`src/rtl/series_accumulator_if.sv`:
```
// Operand stream (source -> reducer) and result stream (reducer -> consumer) of series_accumulator.
// The slave modport is the reducer side; master is the source/consumer side.
interface series_accumulator_if #(
  parameter int LANES     = 8,
  parameter int WIDTH     = 32,
  parameter int ACC_WIDTH = 48
);
  logic                   in_valid;
  logic                   in_ready;
  logic [LANES*WIDTH-1:0] in_data;
  logic                   in_last;
  logic                   out_valid;
  logic                   out_ready;
  logic [ACC_WIDTH-1:0]   out_sum;
  logic [15:0]            out_count;
  logic                   out_overflow;

  modport master (
    output in_valid, in_data, in_last, out_ready,
    input  in_ready, out_valid, out_sum, out_count, out_overflow
  );

  modport slave (
    input  in_valid, in_data, in_last, out_ready,
    output in_ready, out_valid, out_sum, out_count, out_overflow
  );
endinterface

```
`src/rtl/series_accumulator.sv`:
```
// Streaming series reducer: an input register and a registered adder tree sum each beat,
// then beat sums accumulate until in_last. Define SERIES_ACC_SAT_EN to saturate instead of wrap.
module series_accumulator #(
  parameter int LANES     = 8,
  parameter int WIDTH     = 32,
  parameter int ACC_WIDTH = 48,
  parameter int SIGNED    = 1
) (
  input  logic                 clk,
  input  logic                 reset_n,
  series_accumulator_if.slave  bus
);
  localparam int LEVELS = (LANES > 1) ? $clog2(LANES) : 0;
  localparam int NODES  = 2 * LANES - 1;
  localparam int MSB    = ACC_WIDTH - 1;

  function automatic logic [ACC_WIDTH-1:0] ext_lane(input logic [WIDTH-1:0] x);
    logic [ACC_WIDTH-1:0] r;
    r = ((SIGNED != 0) && x[WIDTH-1]) ? {ACC_WIDTH{1'b1}} : {ACC_WIDTH{1'b0}};
    r[WIDTH-1:0] = x;
    return r;
  endfunction

  // Heap-ordered tree: node j sums children 2j+1 and 2j+2; leaves (the input
  // register) occupy LANES-1..NODES-1, the root is node 0.
  logic [ACC_WIDTH-1:0] node_d [NODES];
  logic [ACC_WIDTH-1:0] node_q [NODES];
  logic [LEVELS:0]      vld_d, vld_q;
  logic [LEVELS:0]      lst_d, lst_q;

  logic                 adv_s;
  logic [ACC_WIDTH-1:0] base_s;
  logic [ACC_WIDTH-1:0] root_s;
  logic [ACC_WIDTH:0]   sum_ext_s;
  logic [ACC_WIDTH-1:0] raw_s;
  logic                 ovf_s;
  logic [ACC_WIDTH-1:0] new_acc_s;
  logic                 new_ovf_s;
  logic [15:0]          new_cnt_s;

  logic [ACC_WIDTH-1:0] acc_d, acc_q;
  logic [15:0]          cnt_d, cnt_q;
  logic                 ovf_d, ovf_q;
  logic                 first_d, first_q;
  logic                 out_valid_d, out_valid_q;
  logic [ACC_WIDTH-1:0] out_sum_d, out_sum_q;
  logic [15:0]          out_count_d, out_count_q;
  logic                 out_overflow_d, out_overflow_q;

  assign adv_s            = !(out_valid_q && !bus.out_ready);
  assign bus.in_ready     = adv_s & reset_n;
  assign bus.out_valid    = out_valid_q;
  assign bus.out_sum      = out_sum_q;
  assign bus.out_count    = out_count_q;
  assign bus.out_overflow = out_overflow_q;

  // Next value of every tree node and of the per-stage valid/last tags
  always_comb begin
    for (int j = 0; j < LANES - 1; j++) begin
      node_d[j] = node_q[2*j+1] + node_q[2*j+2];
    end
    for (int i = 0; i < LANES; i++) begin
      node_d[LANES-1+i] = ext_lane(bus.in_data[i*WIDTH +: WIDTH]);
    end
    vld_d[0] = bus.in_valid;
    lst_d[0] = bus.in_valid & bus.in_last;
    for (int k = 1; k <= LEVELS; k++) begin
      vld_d[k] = vld_q[k-1];
      lst_d[k] = lst_q[k-1];
    end
  end

  // Tree pipeline registers, frozen while the result is back-pressured
  always_ff @(posedge clk or negedge reset_n) begin
    if (!reset_n) begin
      for (int j = 0; j < NODES; j++) begin
        node_q[j] <= {ACC_WIDTH{1'b0}};
      end
      vld_q <= '0;
      lst_q <= '0;
    end else if (adv_s) begin
      node_q <= node_d;
      vld_q  <= vld_d;
      lst_q  <= lst_d;
    end else begin
      vld_q  <= vld_q;
    end
  end

  // Accumulate the root sum, detect overflow and build the next result
  always_comb begin
    root_s    = node_q[0];
    base_s    = first_q ? {ACC_WIDTH{1'b0}} : acc_q;
    sum_ext_s = {1'b0, base_s} + {1'b0, root_s};
    raw_s     = sum_ext_s[ACC_WIDTH-1:0];
    if (SIGNED != 0) begin
      ovf_s = (base_s[MSB] == root_s[MSB]) && (raw_s[MSB] != base_s[MSB]);
    end else begin
      ovf_s = sum_ext_s[ACC_WIDTH];
    end
`ifdef SERIES_ACC_SAT_EN
    if (ovf_s) begin
      if (SIGNED != 0) begin
        // Both operands share a sign on overflow, so the root's sign gives the direction.
        new_acc_s = root_s[MSB] ? {1'b1, {(ACC_WIDTH-1){1'b0}}} : {1'b0, {(ACC_WIDTH-1){1'b1}}};
      end else begin
        new_acc_s = {ACC_WIDTH{1'b1}};
      end
    end else begin
      new_acc_s = raw_s;
    end
`else
    new_acc_s = raw_s;
`endif
    new_ovf_s = (first_q ? 1'b0 : ovf_q) | ovf_s;
    if (first_q) begin
      new_cnt_s = 16'd1;
    end else if (cnt_q == 16'hFFFF) begin
      new_cnt_s = 16'hFFFF;
    end else begin
      new_cnt_s = cnt_q + 16'd1;
    end

    acc_d          = acc_q;
    cnt_d          = cnt_q;
    ovf_d          = ovf_q;
    first_d        = first_q;
    out_sum_d      = out_sum_q;
    out_count_d    = out_count_q;
    out_overflow_d = out_overflow_q;
    out_valid_d    = out_valid_q && !bus.out_ready;

    if (adv_s && vld_q[LEVELS]) begin
      if (lst_q[LEVELS]) begin
        out_sum_d      = new_acc_s;
        out_count_d    = new_cnt_s;
        out_overflow_d = new_ovf_s;
        out_valid_d    = 1'b1;
        acc_d          = {ACC_WIDTH{1'b0}};
        cnt_d          = 16'd0;
        ovf_d          = 1'b0;
        first_d        = 1'b1;
      end else begin
        acc_d          = new_acc_s;
        cnt_d          = new_cnt_s;
        ovf_d          = new_ovf_s;
        first_d        = 1'b0;
      end
    end else begin
      first_d = first_q;
    end
  end

  // Accumulator and result registers
  always_ff @(posedge clk or negedge reset_n) begin
    if (!reset_n) begin
      acc_q          <= {ACC_WIDTH{1'b0}};
      cnt_q          <= 16'd0;
      ovf_q          <= 1'b0;
      first_q        <= 1'b1;
      out_valid_q    <= 1'b0;
      out_sum_q      <= {ACC_WIDTH{1'b0}};
      out_count_q    <= 16'd0;
      out_overflow_q <= 1'b0;
    end else begin
      acc_q          <= acc_d;
      cnt_q          <= cnt_d;
      ovf_q          <= ovf_d;
      first_q        <= first_d;
      out_valid_q    <= out_valid_d;
      out_sum_q      <= out_sum_d;
      out_count_q    <= out_count_d;
      out_overflow_q <= out_overflow_d;
    end
  end
endmodule

```
`src/flat_wrapper.sv`:
```
// flat-port wrapper written by rule: the top's interface ports become plain ports
module series_accumulator_flat 
#(
  parameter int LANES     = 8,
  parameter int WIDTH     = 32,
  parameter int ACC_WIDTH = 48,
  parameter int SIGNED    = 1
)
  (clk, reset_n, bus_in_valid, bus_in_data, bus_in_last, bus_out_ready, bus_in_ready, bus_out_valid, bus_out_sum, bus_out_count, bus_out_overflow);
  series_accumulator_if #(.LANES(LANES), .WIDTH(WIDTH), .ACC_WIDTH(ACC_WIDTH)) bus_i ();
  input  logic clk;
  input  logic reset_n;
  input wire logic [$bits(bus_i.in_valid)-1:0] bus_in_valid;
  input wire logic [$bits(bus_i.in_data)-1:0] bus_in_data;
  input wire logic [$bits(bus_i.in_last)-1:0] bus_in_last;
  input wire logic [$bits(bus_i.out_ready)-1:0] bus_out_ready;
  output wire logic [$bits(bus_i.in_ready)-1:0] bus_in_ready;
  output wire logic [$bits(bus_i.out_valid)-1:0] bus_out_valid;
  output wire logic [$bits(bus_i.out_sum)-1:0] bus_out_sum;
  output wire logic [$bits(bus_i.out_count)-1:0] bus_out_count;
  output wire logic [$bits(bus_i.out_overflow)-1:0] bus_out_overflow;
  assign bus_i.in_valid = bus_in_valid;
  assign bus_i.in_data = bus_in_data;
  assign bus_i.in_last = bus_in_last;
  assign bus_i.out_ready = bus_out_ready;
  assign bus_in_ready = bus_i.in_ready;
  assign bus_out_valid = bus_i.out_valid;
  assign bus_out_sum = bus_i.out_sum;
  assign bus_out_count = bus_i.out_count;
  assign bus_out_overflow = bus_i.out_overflow;
  series_accumulator #(.LANES(LANES), .WIDTH(WIDTH), .ACC_WIDTH(ACC_WIDTH), .SIGNED(SIGNED)) u_core (.clk(clk), .reset_n(reset_n), .bus(bus_i));
endmodule
```
`config.mk`:
```
export PLATFORM = sky130hd
export DESIGN_NAME = series_accumulator_flat
export DESIGN_NICKNAME = d
export VERILOG_FILES = /design/src/rtl/series_accumulator_if.sv /design/src/rtl/series_accumulator.sv /design/src/flat_wrapper.sv
export SDC_FILE = /design/constraint.sdc
export NUM_CORES = 2
export LEC_CHECK = 0
export ABC_CLOCK_PERIOD_IN_PS = 10170
export CORE_ASPECT_RATIO = 1.25
export CORE_MARGIN = 5
export CORE_UTILIZATION = 65
export CTS_CLUSTER_DIAMETER = 120
export DETAILED_ROUTE_END_ITERATION = 7
export GPL_TIMING_DRIVEN = 0
export PLACE_DENSITY = 0.9
export SYNTH_ARGS = -nofsm -noshare
export SYNTH_HDL_FRONTEND = slang
export SYNTH_SLANG_ARGS = --single-unit
```
`constraint.sdc`:
```
create_clock -name clk -period 10.17 [get_ports clk]
set_input_delay 2.034 -clock clk [delete_from_list [all_inputs] [get_ports clk]]
set_output_delay 2.034 -clock clk [all_outputs]
set_load 0.01 [all_outputs]
```
---- Yosys cells after proc, flatten, opt, wreduce, memory -nomap -nowiden ----
Cells that the tools add are included.
operators by class
  add/subtract/negate cells ............... 9
  equal/unequal tests ..................... 3
  multiplexer cells ....................... 18
  bitwise operators ....................... 3
  reduce and logical (&&, ||, !) cells .... 6
operators by type and width
  kind                                           number
  2-to-1 mux 48 bit                              10
  adder 48 bit                                   8
  2-to-1 mux 16 bit                              3
  adder 16 x 1 -> 16 bit, second input constant  1
  == test 16 bit, second input constant          1
  2-to-1 mux 1 bit                               5
  logical AND 1 bit                              3
  bitwise AND 1 bit                              2
  logical NOT 1 bit                              2
  AND reduction 2 bit                            1
  == test 1 bit                                  1
  inequality test 1 bit                          1
  OR 1 bit                                       1
word-level totals
  register bits ........................... 860
  output and inout bits ................... 67

---- Depth between registers and ports, before layout ----
  depth in word-level cells ............... 6
  gate-level depth with buffers ........... 16
  depth with buffers taken out ............ 14

---- Least setup slack after synthesis ----
Ideal clock, no wire load.
  kind .................................... in2out
  from .................................... input bus_out_ready
  to ...................................... output bus_in_ready
  arrival ................................. 3118 ps
  slack ................................... 5018 ps
  stages .................................. 5
  path through ............................ nand2b_1 > clkbuf_1 > clkbuf_1 > clkbuf_1 > and2_1
between the ends
  cells in the longest elaborated chain, start to end .. 4
RTL lines
  what                RTL line                  text
  start: declaration  flat_wrapper.sv:16        input wire logic [$bits(bus_i.out_ready)-1:0] bus_out_ready;
  logical NOT 1 bit   series_accumulator.sv:50  assign adv_s = !(out_valid_q && !bus.out_ready);
  logical AND 1 bit   series_accumulator.sv:50
  logical NOT 1 bit   series_accumulator.sv:50
  bitwise AND 1 bit   series_accumulator.sv:51  assign bus.in_ready = adv_s & reset_n;
  end: declaration    flat_wrapper.sv:17        output wire logic [$bits(bus_i.in_ready)-1:0] bus_in_ready;
No other way between the ends.

---- Final worst setup path ----
Same ends and word-level chain as after synthesis.

==> results.py <==
metrics = {
    "setup_path": {
        "r2r_cells": 15,
        "cp_data_arrival_time_ps": 5770,
        "critPathRequiredTime_ps": 8140,
        "crit_path_cell_trace": "clkdlybuf4s50_1 -> nand2b_1 -> clkbuf_1 -> clkbuf_1 -> clkbuf_1 -> and2_1 -> clkdlybuf4s50_1",
        "crit_end": "bus_in_ready",
        "startpoint_type": "input pin",
        "reg2reg_to": "u_core.acc_q[46]",
        "r2r_slack_ps": 5180,
        "path_buf_inv": 5,
        "crit_path_start": "bus_out_ready",
        "path_delay_family": "buffers and inverters",
        "crit_slowest_cell": "clkbuf_1",
        "path_max_fanout": 10,
        "cp-end-kind": "output pin",
        "max_stage_delay_ps": 910,
        "path_common_cell": "clkbuf_1",
        "critical_path_class": "input pin to output pin",
        "cp_num_cells": 7,
        "r2r-start": "u_core.first_q",
    },
    "global_routing": {
        "grt_overflow": 0,
        "grt_pass1_vias": 38300,
        "antenna_found_initial": 3,
        "grt.total_usage_pct": 35.5,
        "grt_pass1_wl_mm": 203,
        "grt_max_degree": 128,
    },
    "finish": {
        "area_delta_synth_final_pct": 16.4,
        "final_cell_mix": "1134 x nand2_1, 731 x dfrtp_1, 449 x a21oi_1",
        "layout-drive-gt1-share_pct": 3.66,
        "fin_area_um2": 49900,
        "final_nets": 5889,
        "final_common_cell": "nand2_1",
    },
    "logic_synthesis": {
        "synth_top_area_share_pct": 42.7,
        "yosys.area.top_type": "dfrtp_1",
        "ys_seq_area_share_pct": 42.8,
        "synth_cells": 4892,
        "async_flop_share_pct": 100,
        "ys_warn_count": 0,
        "avgSynthCellArea_um2": 8.76,
        "synth_area_leaders": "dfrtp_1 43%, nand2_1 9.9%, ha_1 9.3%",
        "synthesis.nets": 5478,
        "synth_enable_flop_cells": 0,
        "ys_ff_latch": 732,
        "mappedNetlistArea_um2": 42800,
        "synth_cell_types": 81,
        "synth_ff_type": "dfrtp_1",
    },
    "sta": {
        "rsz0062_at_grt": "no",
        "report.final.slew_viol_count": 1,
        "min_period_ps": 7800,
        "fin_setup_tns_ps": 0,
        "hold_viol_final": 0,
        "layout_setup_ws_ps": 2370,
        "slew_headroom_pct": -0.184,
        "fin_crit_sh_pct": 76.7,
        "tightestPinTransition_ps": 1490,
        "fmax_ghz": 0.128,
        "setup_viol": 0,
        "fin_skew_ps": 21.3,
    },
    "pwr": {
        "power_mw": 20.2,
        "leakage_nw": 23.4,
        "powerDensity_nw_per_um2": 405,
        "peakVddDrop_mv": 0.183,
    },
    "detailed_routing": {
        "vias": 37900,
        "drt_wl_total_mm": 129,
        "avgRoutedWirePerCell_um": 20.7,
        "ant_nets": 0,
        "drt_iter0_markers": 2675,
        "drc": 0,
        "avgViaCountPerCell": 6.11,
        "firstDrtPassIters": 5,
    },
    "placement": {
        "gp_congestion": 0.970,
        "placed_area_um2": 47300,
        "dp_hpwl_mm": 98.2,
        "portBuffers": 327,
        "pre_cts_ws_ps": 2540,
    },
    "clocking": {
        "ctsRootBufferMaster": "clkbuf_16",
        "insertion_delay_ps": 630,
        "htreeDepth": 3,
        "clk_path_buf_depth": 3,
        "cts_sinks": 732,
        "cts_inserted_buffers": 76,
        "post_cts_buffers": 0,
        "cts_tree": "done",
        "cts_hold_buf": 0,
        "ctsResizeCount": 0,
        "clk_pin_slew_ps": 60,
    },
    "floorplanning": {
        "initial_core_util_pct": 65.3,
        "die_w_um": 240,
        "num_io_pins": 328,
        "core_um2": 65600,
        "num_rows": 105,
        "die_height_um": 297,
        "die-area_um2": 71200,
    },
    "run": {
        "max_cap_violations": 1,
    },
    "status": {
        "violations": "max-capacitance violations, max-slew violations",
        "status": "finished, violations left",
    },
    "worst_hold_path": {
        "hp-class": "register to register",
    },
}
layout make-up:
| cell class | instances | area, um^2 |
|---|---|---|
| multi-input cells | 3860 | 23400 |
| flip-flops and latches | 732 | 18300 |
| fillers | 4651 | 15700 |
| repair buffers | 333 | 3440 |
| clock buffers | 110 | 2300 |
| well taps | 856 | 1070 |
| plain buffers | 212 | 800 |
| inverters | 88 | 330 |
| clock inverters | 17 | 200 |
| diodes | 2 | 5.00 |
through the flow:
step	cells	util, %	hold slack, ps
floorplan	4892	-	431
global placement	6075	72.0	441
detailed placement	6081	72.2	453
CTS	6208	76.0	473
global route	6210	76.0	494
finish	6210	76.0	470
Yosys cell counts (6+ instances only):
| master | n |
|---|---|
| nor2_1 | 346 |
| fa_1 | 8 |
| a211o_1 | 9 |
| buf_1 | 9 |
| a211oi_1 | 29 |
| or2_2 | 8 |
| clkbuf_1 | 200 |
| or3_1 | 10 |
| inv_1 | 88 |
| mux2_2 | 42 |
| o2111ai_1 | 6 |
| o21a_1 | 73 |
| o21ai_0 | 296 |
| nand2_1 | 1134 |
| nor2b_1 | 89 |
| nor3b_1 | 8 |
| a21oi_1 | 449 |
| xnor2_1 | 144 |
| and3_1 | 35 |
| o211ai_1 | 17 |
| a2111oi_0 | 6 |
| o31ai_1 | 39 |
| nand4_1 | 38 |
| nor3_1 | 46 |
| and2_1 | 19 |
| a21o_1 | 168 |
| o21ai_1 | 9 |
| ha_1 | 317 |
| nand2b_1 | 44 |
| o31a_1 | 11 |
| nand3_1 | 73 |
| a221oi_1 | 15 |
| a22o_1 | 44 |
| a21boi_0 | 9 |
| dfrtp_1 | 731 |
| o21bai_1 | 43 |
| a31oi_1 | 42 |
| xor2_1 | 141 |
routing by layer:
metal / vias to the layer above / wire [um] / track usage, %
met1: 18300 / 49200 / 43.4
met3: 363 / 8220 / 4.82
li1: 17800 / - / -
met4: 2 / 7370 / 17.4
met2: 1461 / 63800 / 61.7
met5: - / 13 / 0
kinds of logic after synthesis:
kind of cell	after synthesis	synth area share [%]
AND/OR/NAND/NOR	1877	18.6
multiplexers	43	1.13
adder cells (fa/ha/maj)	325	9.63
buffers and inverters	300	2.64
flip-flops	732	42.8
AO/OA/AOI/OAI	1329	19.4
XOR/XNOR	286	5.87
worst reg2reg max path: stages (launching register included):
cell	delay, ps
dfstp_2	690
clkbuf_1	520
nor2b_1	120
ha_1	270
fa_1	440
a21o_1	210
a221oi_2	340
o21ai_2	130
a31o_4	280
a31o_4	270
a31oi_4	250
o21bai_2	150
or4b_1	520
a31oi_1	220
xor2_1	300
o31ai_1	130
power breakdown:
group / total [mW] / internal, mW / switching (mW)
combinational: 12.2 / 4.89 / 7.28
sequential: 5.18 / 4.23 / 0.955
clock: 2.84 / 1.66 / 1.18
total: 20.2 / 10.8 / 9.42
state kept, by name, indices dropped and copies added, names as in the netlist:
signal,flops
u_core.acc_q,48
u_core.bus.out_valid,1
u_core.ovf_q,1
u_core.vld_q,4
u_core.bus.out_count,16
u_core.root_s,48
u_core.bus.out_overflow,1
u_core.lst_q,4
u_core.node_q,544
u_core.cnt_q,16
u_core.bus.out_sum,48
u_core.first_q,1
how the worst min path moves through the flow:
stage	from	end	slack [ps]	cells past startpoint
6_report	u_core.node_q[65]	u_core.node_q[65]	470	2
5_1_grt	u_core.node_q[165]	u_core.node_q[165]	490	2
3_3_place_gp	u_core.acc_q[0]	u_core.acc_q[0]	440	2
2_1_floorplan	u_core.acc_q[0]	u_core.acc_q[0]	430	2
4_1_cts	u_core.node_q[65]	u_core.node_q[65]	470	2
3_5_place_dp	u_core.acc_q[0]	u_core.acc_q[0]	450	2
(Power assumes the default switching activity.)
